File: config.mk
export PLATFORM = sky130hd
export DESIGN_NAME = lsb_mem_port
export DESIGN_NICKNAME = d
export VERILOG_FILES = /design/src/rtl/lsb_mem_port_pkg.sv /design/src/rtl/lsb_mem_port_load_extend.sv /design/src/rtl/lsb_mem_port.sv
export SDC_FILE = /design/constraint.sdc
export NUM_CORES = 1
export LEC_CHECK = 0
export CORE_UTILIZATION = 55
export CTS_CLUSTER_SIZE = 10
export DETAILED_ROUTE_END_ITERATION = 10
export GPL_ROUTABILITY_DRIVEN = 0
export PLACE_DENSITY_LB_ADDON = 0.2
export SYNTH_ARGS = -nofsm -noshare
export SYNTH_HDL_FRONTEND = slang
export SYNTH_HIERARCHICAL = 1
export SYNTH_SLANG_ARGS = --single-unit
export TNS_END_PERCENT = 10
File: constraint.sdc
create_clock -name clk_in -period 9.9 [get_ports clk_in]
set_input_delay 2.97 -clock clk_in [delete_from_list [all_inputs] [get_ports clk_in]]
set_output_delay 2.97 -clock clk_in [all_outputs]
set_load 0.05 [all_outputs]
File: src/rtl/lsb_mem_port_pkg.sv
// Shared definitions for the load/store buffer memory port: op codes,
// FSM encodings, address width and the IO window base.
package lsb_mem_port_pkg;

   localparam logic TRUE  = 1'b1;
   localparam logic FALSE = 1'b0;

   localparam int          ADDR_WIDTH      = 32;
   localparam logic [31:0] IO_BASE_DEFAULT = 32'h0003_0000;

   // Memory op codes carried on op_type_load / op_type_store
   localparam logic [5:0] LB  = 6'd1;
   localparam logic [5:0] LH  = 6'd2;
   localparam logic [5:0] LW  = 6'd3;
   localparam logic [5:0] LBU = 6'd4;
   localparam logic [5:0] LHU = 6'd5;
   localparam logic [5:0] SB  = 6'd6;
   localparam logic [5:0] SH  = 6'd7;
   localparam logic [5:0] SW  = 6'd8;

   typedef enum logic [1:0] {
      IDLE  = 2'd0,
      LOAD  = 2'd1,
      STORE = 2'd2,
      DONE  = 2'd3
   } state_t;

   // Number of bytes moved by an op; unknown codes move a full word
   function automatic logic [2:0] op_bytes(input logic [5:0] op);
      case (op)
         LB, LBU, SB: op_bytes = 3'd1;
         LH, LHU, SH: op_bytes = 3'd2;
         default:     op_bytes = 3'd4;
      endcase
   endfunction

endpackage

File: src/rtl/lsb_mem_port_load_extend.sv
// Sign/zero extension of an assembled little-endian word according to the
// load op code. Purely combinational so it can be shared with other paths.
module load_extend
   import lsb_mem_port_pkg::*;
(
   input  logic [31:0] word,
   input  logic [5:0]  op,
   output logic [31:0] result
);

   // Select the extension for the op; full-word and unknown ops pass through
   always_comb begin
      result = word;
      case (op)
         LB:      result = {{24{word[7]}}, word[7:0]};
         LH:      result = {{16{word[15]}}, word[15:0]};
         LBU:     result = {24'b0, word[7:0]};
         LHU:     result = {16'b0, word[15:0]};
         default: result = word;
      endcase
   end

endmodule

File: src/rtl/lsb_mem_port.sv
// Memory-side responder for the load/store buffer. Serialises one load or
// store at a time onto the byte-wide RAM port and answers with a one-cycle
// finish pulse. The RAM has one cycle of read latency, so loads capture
// byte k two counter steps after its address was issued.
module lsb_mem_port
   import lsb_mem_port_pkg::*;
#(
   parameter logic [31:0] IO_BASE = IO_BASE_DEFAULT
)(
   input  logic                  clk_in,
   input  logic                  rst_in,
   input  logic                  rdy_in,
   input  logic                  roll_back,
   input  logic                  lsb_load,
   input  logic [ADDR_WIDTH-1:0] load_address,
   input  logic [5:0]            op_type_load,
   output logic                  finish_load,
   output logic [31:0]           data_load,
   input  logic                  lsb_store,
   input  logic [ADDR_WIDTH-1:0] store_address,
   input  logic [31:0]           data_store,
   input  logic [5:0]            op_type_store,
   output logic                  finish_store,
   input  logic                  io_buffer_full,
   input  logic [7:0]            mem_din,
   output logic [7:0]            mem_dout,
   output logic [31:0]           mem_a,
   output logic                  mem_wr
);

   state_t      state_reg, state_next;
   logic [2:0]  cnt_reg, cnt_next;
   logic [2:0]  nbytes_reg, nbytes_next;
   logic [31:0] addr_reg, addr_next;
   logic [31:0] data_reg, data_next;
   logic [31:0] word_reg, word_next;
   logic [5:0]  op_reg, op_next;
   logic        is_load_reg, is_load_next;
   logic        finish_load_reg, finish_load_next;
   logic        finish_store_reg, finish_store_next;
   logic [31:0] data_load_reg, data_load_next;
   logic [7:0]  mem_dout_reg, mem_dout_next;
   logic [31:0] mem_a_reg, mem_a_next;
   logic        mem_wr_reg, mem_wr_next;

   logic        cap_en;
   logic [1:0]  cap_lane;
   logic [31:0] word_cap;
   logic [31:0] word_ext;
   logic        io_hit;

   assign io_hit = (store_address >= IO_BASE) && (store_address <= IO_BASE + 32'd7);

   load_extend u_load_extend (
      .word   (word_cap),
      .op     (op_reg),
      .result (word_ext)
   );

   // Merge the byte arriving from RAM into its lane of the assembled word
   always_comb begin
      cap_en   = FALSE;
      cap_lane = 2'd0;
      if (state_reg == LOAD && cnt_reg >= 3'd2) begin
         cap_en   = TRUE;
         cap_lane = 2'(cnt_reg - 3'd2);
      end else if (state_reg == DONE && is_load_reg) begin
         cap_en   = TRUE;
         cap_lane = 2'(nbytes_reg - 3'd1);
      end
      word_cap = word_reg;
      if (cap_en) begin
         word_cap[{cap_lane, 3'b000} +: 8] = mem_din;
      end
   end

   // Next-state and registered-output logic of the request FSM
   always_comb begin
      state_next        = state_reg;
      cnt_next          = cnt_reg;
      nbytes_next       = nbytes_reg;
      addr_next         = addr_reg;
      data_next         = data_reg;
      word_next         = word_cap;
      op_next           = op_reg;
      is_load_next      = is_load_reg;
      finish_load_next  = FALSE;
      finish_store_next = FALSE;
      data_load_next    = data_load_reg;
      mem_dout_next     = mem_dout_reg;
      mem_a_next        = mem_a_reg;
      mem_wr_next       = FALSE;
      case (state_reg)
         IDLE: begin
            // A request is still held high during its finish cycle; skip it
            if (!roll_back && !finish_load_reg && !finish_store_reg) begin
               if (lsb_store) begin
                  if (!(io_hit && io_buffer_full)) begin
                     addr_next    = store_address;
                     data_next    = data_store;
                     op_next      = op_type_store;
                     nbytes_next  = op_bytes(op_type_store);
                     cnt_next     = 3'd0;
                     is_load_next = FALSE;
                     state_next   = STORE;
                  end
               end else if (lsb_load) begin
                  addr_next    = load_address;
                  op_next      = op_type_load;
                  nbytes_next  = op_bytes(op_type_load);
                  cnt_next     = 3'd0;
                  word_next    = 32'd0;
                  is_load_next = TRUE;
                  state_next   = LOAD;
               end
            end
         end
         LOAD: begin
            if (roll_back) begin
               state_next = IDLE;
            end else if (cnt_reg < nbytes_reg) begin
               mem_a_next = addr_reg + {29'b0, cnt_reg};
               cnt_next   = cnt_reg + 3'd1;
            end else begin
               state_next = DONE;
            end
         end
         STORE: begin
            mem_a_next    = addr_reg + {29'b0, cnt_reg};
            mem_dout_next = data_reg[{cnt_reg[1:0], 3'b000} +: 8];
            mem_wr_next   = TRUE;
            cnt_next      = cnt_reg + 3'd1;
            if (cnt_reg == nbytes_reg - 3'd1) begin
               state_next = DONE;
            end
         end
         DONE: begin
            state_next = IDLE;
            if (is_load_reg) begin
               if (!roll_back) begin
                  finish_load_next = TRUE;
                  data_load_next   = word_ext;
               end
            end else begin
               finish_store_next = TRUE;
            end
         end
         default: state_next = IDLE;
      endcase
   end

   // State and output registers; everything freezes while rdy_in is low
   always_ff @(posedge clk_in or negedge rst_in) begin
      if (!rst_in) begin
         state_reg        <= IDLE;
         cnt_reg          <= 3'd0;
         nbytes_reg       <= 3'd0;
         addr_reg         <= 32'd0;
         data_reg         <= 32'd0;
         word_reg         <= 32'd0;
         op_reg           <= 6'd0;
         is_load_reg      <= FALSE;
         finish_load_reg  <= FALSE;
         finish_store_reg <= FALSE;
         data_load_reg    <= 32'd0;
         mem_dout_reg     <= 8'd0;
         mem_a_reg        <= 32'd0;
         mem_wr_reg       <= FALSE;
      end else if (rdy_in) begin
         state_reg        <= state_next;
         cnt_reg          <= cnt_next;
         nbytes_reg       <= nbytes_next;
         addr_reg         <= addr_next;
         data_reg         <= data_next;
         word_reg         <= word_next;
         op_reg           <= op_next;
         is_load_reg      <= is_load_next;
         finish_load_reg  <= finish_load_next;
         finish_store_reg <= finish_store_next;
         data_load_reg    <= data_load_next;
         mem_dout_reg     <= mem_dout_next;
         mem_a_reg        <= mem_a_next;
         mem_wr_reg       <= mem_wr_next;
      end
   end

   assign finish_load  = finish_load_reg;
   assign finish_store = finish_store_reg;
   assign data_load    = data_load_reg;
   assign mem_dout     = mem_dout_reg;
   assign mem_a        = mem_a_reg;
   // The held write strobe must not repeat a write while the RAM is paused
   assign mem_wr       = mem_wr_reg & rdy_in;

endmodule

==> impl_results.md, run 1 <==
- Status: finished clean
- Die span in x: 134.2 microns
- Final Util: 0.7259
- P_sw: ~1300 uW
- Max FO, Critical Path: 12
- PwrDens: 265.4 nW/um^2
- Post-synth ARST share: 1.000
- Gr ovfl total: 0
- I/O pin count: 198
- DR iter-0 viols: 539
- N_diodes: 0
- Capturing point of the worst reg2reg path: data_load[23]
- Synth Warn #: 6
- Hold_sp: mem_a[1]
- Critical path type: in2out
- Max Transition Viols Final: 0
- Worst rel slew slack: 0.2793
- Pleak: 0.005452 uW
- Yosys cell types: 56
- CTS Hold Bufs: 0
- Internal power: 1951 uW
- Bufs on Longest Clock Path: 2
- R2r setup slk: 5.51 ns
- Minimum clock period: 7.910 ns
- Maxcap violations: 0
- TritonCTS clock tree: yes
- Layout Skew: 0.01070 ns
- Largest net degree at the start of global routing: 126
- GRT Overall Usage: 0.2577
- Starting Density: 0.5715
- Worst r2r src: cnt_reg[0]
- Crit path largest cell delay: between 0.8 and 0.9 ns
- Clk Latency, worst-skew pair: 0.43 ns
- Most frequent CP cell: clkdlybuf4s50_1
- Most common cell after layout, fill and taps aside: clkdlybuf4s50_1
- Least-Margin Pin Slew: 1.075 ns
- Max VDD drop: 0.0001639 V
- Worst Hold End: mem_a[1]
- Vias in the first global route: between 7,000 and 8,000
- Top_reg_cell synth: dfrtp_1
- Post-route setup TNS: 0 ns
- Commonest cells after routing, fill and taps aside: clkdlybuf4s50_1, dfrtp_1, nand2_1
- Startpoint Class: primary input
- Final net count: 1,184
- Crit path max-delay cell type: clkdlybuf4s50_1
- Fmax: 0.1264 GHz
- Synthesized Nets: 1,025
- Combinational Power Share: 0.407
- H-tree depth: 4
- WP data arrival: between 4 and 5 ns
- Number of synthesized flops with an enable pin: 0
- Fraction of layout cells with a size suffix above 1: 0.1381
- Antenna-violating nets left: 0
- Tcrit/Tclk final: 0.7990
- CTS Sinks: 186
- Syn Inst Count: 885
- Area growth syn-to-layout: 27.02%
- Sequential fraction of the synthesis area: 0.4842
- Average size of a mapped cell: 10.86 sq um
- Hpwl dp: 15,820 microns
- Sw Ratio: 0.3977
- Via count: 7,388
- DR pass1 iterations: 6
- Crit path capture type: output pin
- Hold WC Path Type: reg2reg
- First-pass GRT wire length: 36,450 microns
- Crit-path cells: clkdlybuf4s50_1 > inv_1 > nor2_1 > clkdlybuf4s50_1
- Postcts setup bufs: 0
- Wire per inst: ~17 microns
- Die area: between 15,000 and 20,000 sq um
- CTS Root Cell: clkbuf_16
- Num CTS Buffers: 17
- Setup crit start: rdy_in
- RSZ-0062 raised after global routing: false
- Residual DRC: 0
- Worst Path Required: 6.93 ns
- Yosys reg bits: 186
- Port Buffer Count: between 150 and 200
- DR vias/cell: approximately 5.8
- CTS clk-pin slew, worst paths: approximately 0.060 ns
- Min-Delay Path Depth: 2
- Synthesized cell area: 9612 sq um
- Initial antenna violation count: 0
- Routed WL: 22,290 microns
- Core area: around 17,000 sq um
- Final hold vios: 0
- Row Count: 47
- Die height: 134.2 microns
- Post-CTS sizing: 0
- Design Power: 3240 uW
- Final Setup Violations: 0
- Clock Power Share: 0.205
- Register-to-Register Path Depth: 13
- Sequential power share: 0.387
## per-layer routing
layer | vias to the layer above | wire length (microns) | GRT usage
met5 | - | 0 | 0
met1 | 3619 | 10110 | 0.3593
met2 | 241 | 10480 | 0.4099
met3 | 24 | 1379 | 0.05102
li1 | 3504 | - | -
met4 | 0 | 323 | 0.07615
## how the worst max path moves through the flow
stage,end,cells past startpoint
finish,mem_wr,4
global route,mem_wr,4
CTS,mem_wr,4
detailed placement,mem_wr,4
global placement,mem_wr,4
floorplan,mem_wr,2
## power groups by stage
| stage | Clock [uW] | Combinational [uW] | Sequential [uW] |
|---|---|---|---|
| after global placement | 0 | 1290 | 1260 |
| after detailed placement | 0 | 1330 | 1270 |
| final | 666 | 1320 | 1250 |
| after global routing | 711 | 1430 | 1290 |
| after floorplan | 0 | 678 | 1490 |
| after CTS | 678 | 1330 | 1260 |
## layout make-up
class | instances | area [sq um]
flip-flops and latches | 186 | 4654
fillers | 1273 | 4609
multi-input cells | 608 | 4564
repair buffers | 206 | 2038
clock buffers | 21 | 470.5
well taps | 220 | 275.3
clock inverters | 11 | 112.6
inverters | 25 | 93.84
## cell usage after synthesis, types with 8 or more instances
cell type,number,area [sq um]
buf_4,11,82.58
and3_1,13,81.33
a21o_2,13,113.9
buf_1,9,33.78
o21ai_0,91,455.4
nand4_1,9,56.30
nand2_1,108,405.4
nor4_1,16,100.1
a32o_1,8,80.08
clkbuf_1,37,138.9
mux2_2,75,844.6
ha_1,16,200.2
nor2_1,17,63.81
dfrtp_1,186,4654
xnor2_1,28,245.2
inv_1,25,93.84
mux2i_1,44,440.4
a22o_1,42,367.9
nand3_1,16,80.08
nor2b_1,9,56.30
mux4_2,8,180.2
a211o_1,8,70.07
## through the flow
step / setup WS [ns] / std cells / hold slack, ns / area [sq um]
after global placement: 2.051 / 1245 / 0.4603 / 11630
after CTS: 1.976 / 1277 / 0.4844 / 12210
after global routing: 1.865 / 1277 / 0.4993 / 12210
after floorplan: 3.219 / 885 / 0.4498 / 9612
final: 1.990 / 1277 / 0.4785 / 12210
after detailed placement: 1.999 / 1245 / 0.4692 / 11630
## logic make-up (layout without fill, tap and decap cells)
logic type / after synthesis / count (layout) / share of synthesized area
mux: 127 / 127 / 0.1524
xor+xnor: 32 / 32 / 0.02916
compound gates: 200 / 200 / 0.1446
fa+ha+maj: 17 / 17 / 0.02291
simple gates: 232 / 232 / 0.1237
flops: 186 / 186 / 0.4842
buf+inv: 91 / 263 / 0.04296
## critical path: cells and delay by family
family,cells,cell delay (ns)
buf+inv,3,1.81
simple gates,1,0.15
No activity file was read; power rests on OpenSTA's default activity.
==> run 2: changes to the inputs <==
--- a/config.mk
+++ b/config.mk
@@ -5,7 +5,7 @@
 export SDC_FILE = /design/constraint.sdc
 export NUM_CORES = 1
 export LEC_CHECK = 0
-export CORE_UTILIZATION = 55
+export CORE_UTILIZATION = 52
 export CTS_CLUSTER_SIZE = 10
 export DETAILED_ROUTE_END_ITERATION = 10
 export GPL_ROUTABILITY_DRIVEN = 0
==> constraint.sdc (replaced) <==
create_clock -name clk_in -period 7.6 [get_ports clk_in]
set_input_delay 2.28 -clock clk_in [delete_from_list [all_inputs] [get_ports clk_in]]
set_output_delay 2.28 -clock clk_in [all_outputs]
set_load 0.05 [all_outputs]
==> run 2 against run 1 <==
  * Hold slack improved by 0.0019 ns
  * First-iteration DRC count down 6.3%
  * Clock skew is 0.00088 ns higher
  * Sequential power is 31% higher
  * Clock power increased by 34%
  * Setup slack got worse by 0.95 ns
  * Design area rose by 0.19%
  * Cell count rose by 0.78%
==> impl_results.md, run 2 (synthesis gave the netlist of run 1 again) <==
- R2r setup slk: 3.12 ns (was 5.51 ns)
- CTS clk-pin slew, worst paths: 0.07 ns (was 0.06 ns)
- Status: finished clean (unchanged)
- TritonCTS clock tree: yes (unchanged)
- Final Setup Violations: 0 (unchanged)
- Crit path capture type: output pin (unchanged)
- Final net count: 1,185 (was 1,184)
- Core area: 18,020 sq um (was 16,820 sq um)
- Die span in x: 138.0 microns (was 134.2 microns)
- Worst rel slew slack: 0.2754 (was 0.2793)
- Via count: 7,338 (was 7,388)
- Row Count: 49 (was 47)
- Design Power: 4252 uW (was 3240 uW)
- Postcts setup bufs: 0 (unchanged)
- Post-CTS sizing: 0 (unchanged)
- Startpoint Class: primary input (unchanged)
- CP delay by family, top: buffers and inverters (unchanged)
- Final hold vios: 0 (unchanged)
- Residual DRC: 0 (unchanged)
- Crit path largest cell delay: 0.84 ns (was 0.83 ns)
- Critical path type: in2out (unchanged)
- Die area: 19,030 sq um (was 18,010 sq um)
- Worst Path Required: 5.32 ns (was 6.93 ns)
- WP data arrival: 4.28 ns (was 4.94 ns)
- First-pass GRT wire length: 36,430 microns (was 36,450 microns)
- Clk Latency, worst-skew pair: 0.43 ns (about the same)
- DR vias/cell: 5.702 (was 5.785)
- Hpwl dp: 16,110 microns (was 15,820 microns)
- Crit path max-delay cell type: clkdlybuf4s50_1 (unchanged)
- Worst Path Buf+Inv: 3 (unchanged)
- CTS Hold Bufs: 0 (unchanged)
- CTS Root Cell: clkbuf_16 (unchanged)
- CTS Sinks: 186 (unchanged)
- Port Buffer Count: 197 (unchanged)
- Starting Density: 0.5333 (was 0.5715)
- Gr ovfl total: 0 (unchanged)
- GRT Overall Usage: 0.2475 (was 0.2577)
- Wire per inst: 17.45 microns (was 17.46 microns)
- Routed WL: 22,460 microns (was 22,290 microns)
- H-tree depth: 4 (unchanged)
- Bufs on Longest Clock Path: 2 (unchanged)
- Hold_sp: mem_a[21] (was mem_a[1])
- Fmax: approximately 0.15 GHz
- Most frequent CP cell: clkdlybuf4s50_1 (unchanged)
- Most common cell after layout, fill and taps aside: clkdlybuf4s50_1 (unchanged)
- Reg area: 4654 sq um (unchanged)
- Worst Hold End: mem_a[21] (was mem_a[1])
- Area of the multi-input gates: 4564 sq um (unchanged)
- Antenna-violating nets left: 0 (unchanged)
- Area growth syn-to-layout: 27.27% (was 27.02%)
- Max VDD drop: 0.0002003 V (was 0.0001639 V)
- DR iter-0 viols: 505 (was 539)
- RSZ-0062 raised after global routing: false (unchanged)
- DR pass1 iterations: 5 (was 6)
- Layout Skew: 0.01158 ns (was 0.01070 ns)
- Num CTS Buffers: 17 (unchanged)
- Tcrit/Tclk final: 0.8634
- Max Transition Viols Final: 0 (unchanged)
- Hold WC Path Type: reg2reg (unchanged)
- Min-Delay Path Depth: 2 (unchanged)
- Least-Margin Pin Slew: 1.080 ns (was 1.075 ns)
- I/O pin count: 198 (unchanged)
- PwrDens: 347.6 nW/um^2 (was 265.4 nW/um^2)
- Crit-path cells: clkdlybuf4s50_1 > inv_1 > nor2_1 > clkdlybuf4s50_1 (unchanged)
- Worst r2r src: cnt_reg[0] (unchanged)
- Fillers: 1,470 (was 1,273)
- Fraction of layout cells with a size suffix above 1: 0.1389 (was 0.1381)
- Largest net degree at the start of global routing: 87 (was 126)
- Maxcap violations: 0 (unchanged)
- Capturing point of the worst reg2reg path: data_load[27] (was data_load[23])
- Max FO, Critical Path: 12 (unchanged)
- Initial antenna violation count: 0 (unchanged)
- Die height: 138.0 microns (was 134.2 microns)
- Post-route setup TNS: 0 ns (unchanged)
- N_diodes: 0 (unchanged)
- Commonest cells after routing, fill and taps aside: clkdlybuf4s50_1, dfrtp_1, nand2_1 (unchanged)
- Register-to-Register Path Depth: 13 (unchanged)
- Pleak: 0.005454 uW (was 0.005452 uW)
- Vias in the first global route: 7,111 (was 7,023)
- Minimum clock period: 6.562 ns
==> run 2: worst max-delay path by stage <==
| stage | startpoint | endpoint | slack [ns] | cells after the start |
|---|---|---|---|---|
| 2_1_floorplan | rdy_in | mem_wr | 2.30 | 2 |
| 3_3_place_gp | rdy_in | mem_wr | 1.08 | 4 |
| 3_5_place_dp | rdy_in | mem_wr | 1.05 | 4 |
| 4_1_cts | rdy_in | mem_wr | 1.03 | 4 |
| 5_1_grt | rdy_in | mem_wr | 0.93 | 4 |
| 6_report | rdy_in | mem_wr | 1.04 | 4 |
==> run 2: where the power goes <==
group | switching (uW) | internal [uW]
Combinational | 995 | 730
Clock | 396 | 493
Sequential | 305 | 1330
Total | 1700 | 2550
==> run 2: layout make-up <==
| class | instances | area share |
|---|---|---|
| repair buffers | 207 | 0.1672 |
| flip-flops and latches | 186 | 0.3805 |
| inverters | 25 | 0.007671 |
| well taps | 229 | 0.02342 |
| clock inverters | 14 | 0.01299 |
| multi-input cells | 608 | 0.3731 |
| clock buffers | 18 | 0.03508 |
==> run 2: per-stage QoR <==
step | hold WS [ns] | cells | setup WS, ns | cell area (sq um) | util
after floorplan | 0.4498 | 885 | 2.299 | 9612 | -
after global placement | 0.4607 | 1255 | 1.085 | 11640 | 0.6461
after detailed placement | 0.4702 | 1255 | 1.045 | 11640 | 0.6461
after CTS | 0.4854 | 1287 | 1.028 | 12230 | 0.6787
after global routing | 0.5082 | 1287 | 0.9316 | 12230 | 0.6787
final | 0.4804 | 1287 | 1.038 | 12230 | 0.6787
==> run 2: tightest hold or removal path, cell delays in order (launching register included) <==
cell and delay (ns):
dfrtp_1 0.34, nand2_1 0.04, o21ai_0 0.06
==> run 2: routing by layer <==
metal  GRT usage  up-vias  wire length [microns]
li1            -     3514                      -
met1      0.3376     3607                   9824
met2      0.4031      190                  11160
met3     0.03838       27                   1063
met4     0.08273        0                    411
met5           0        -                      0
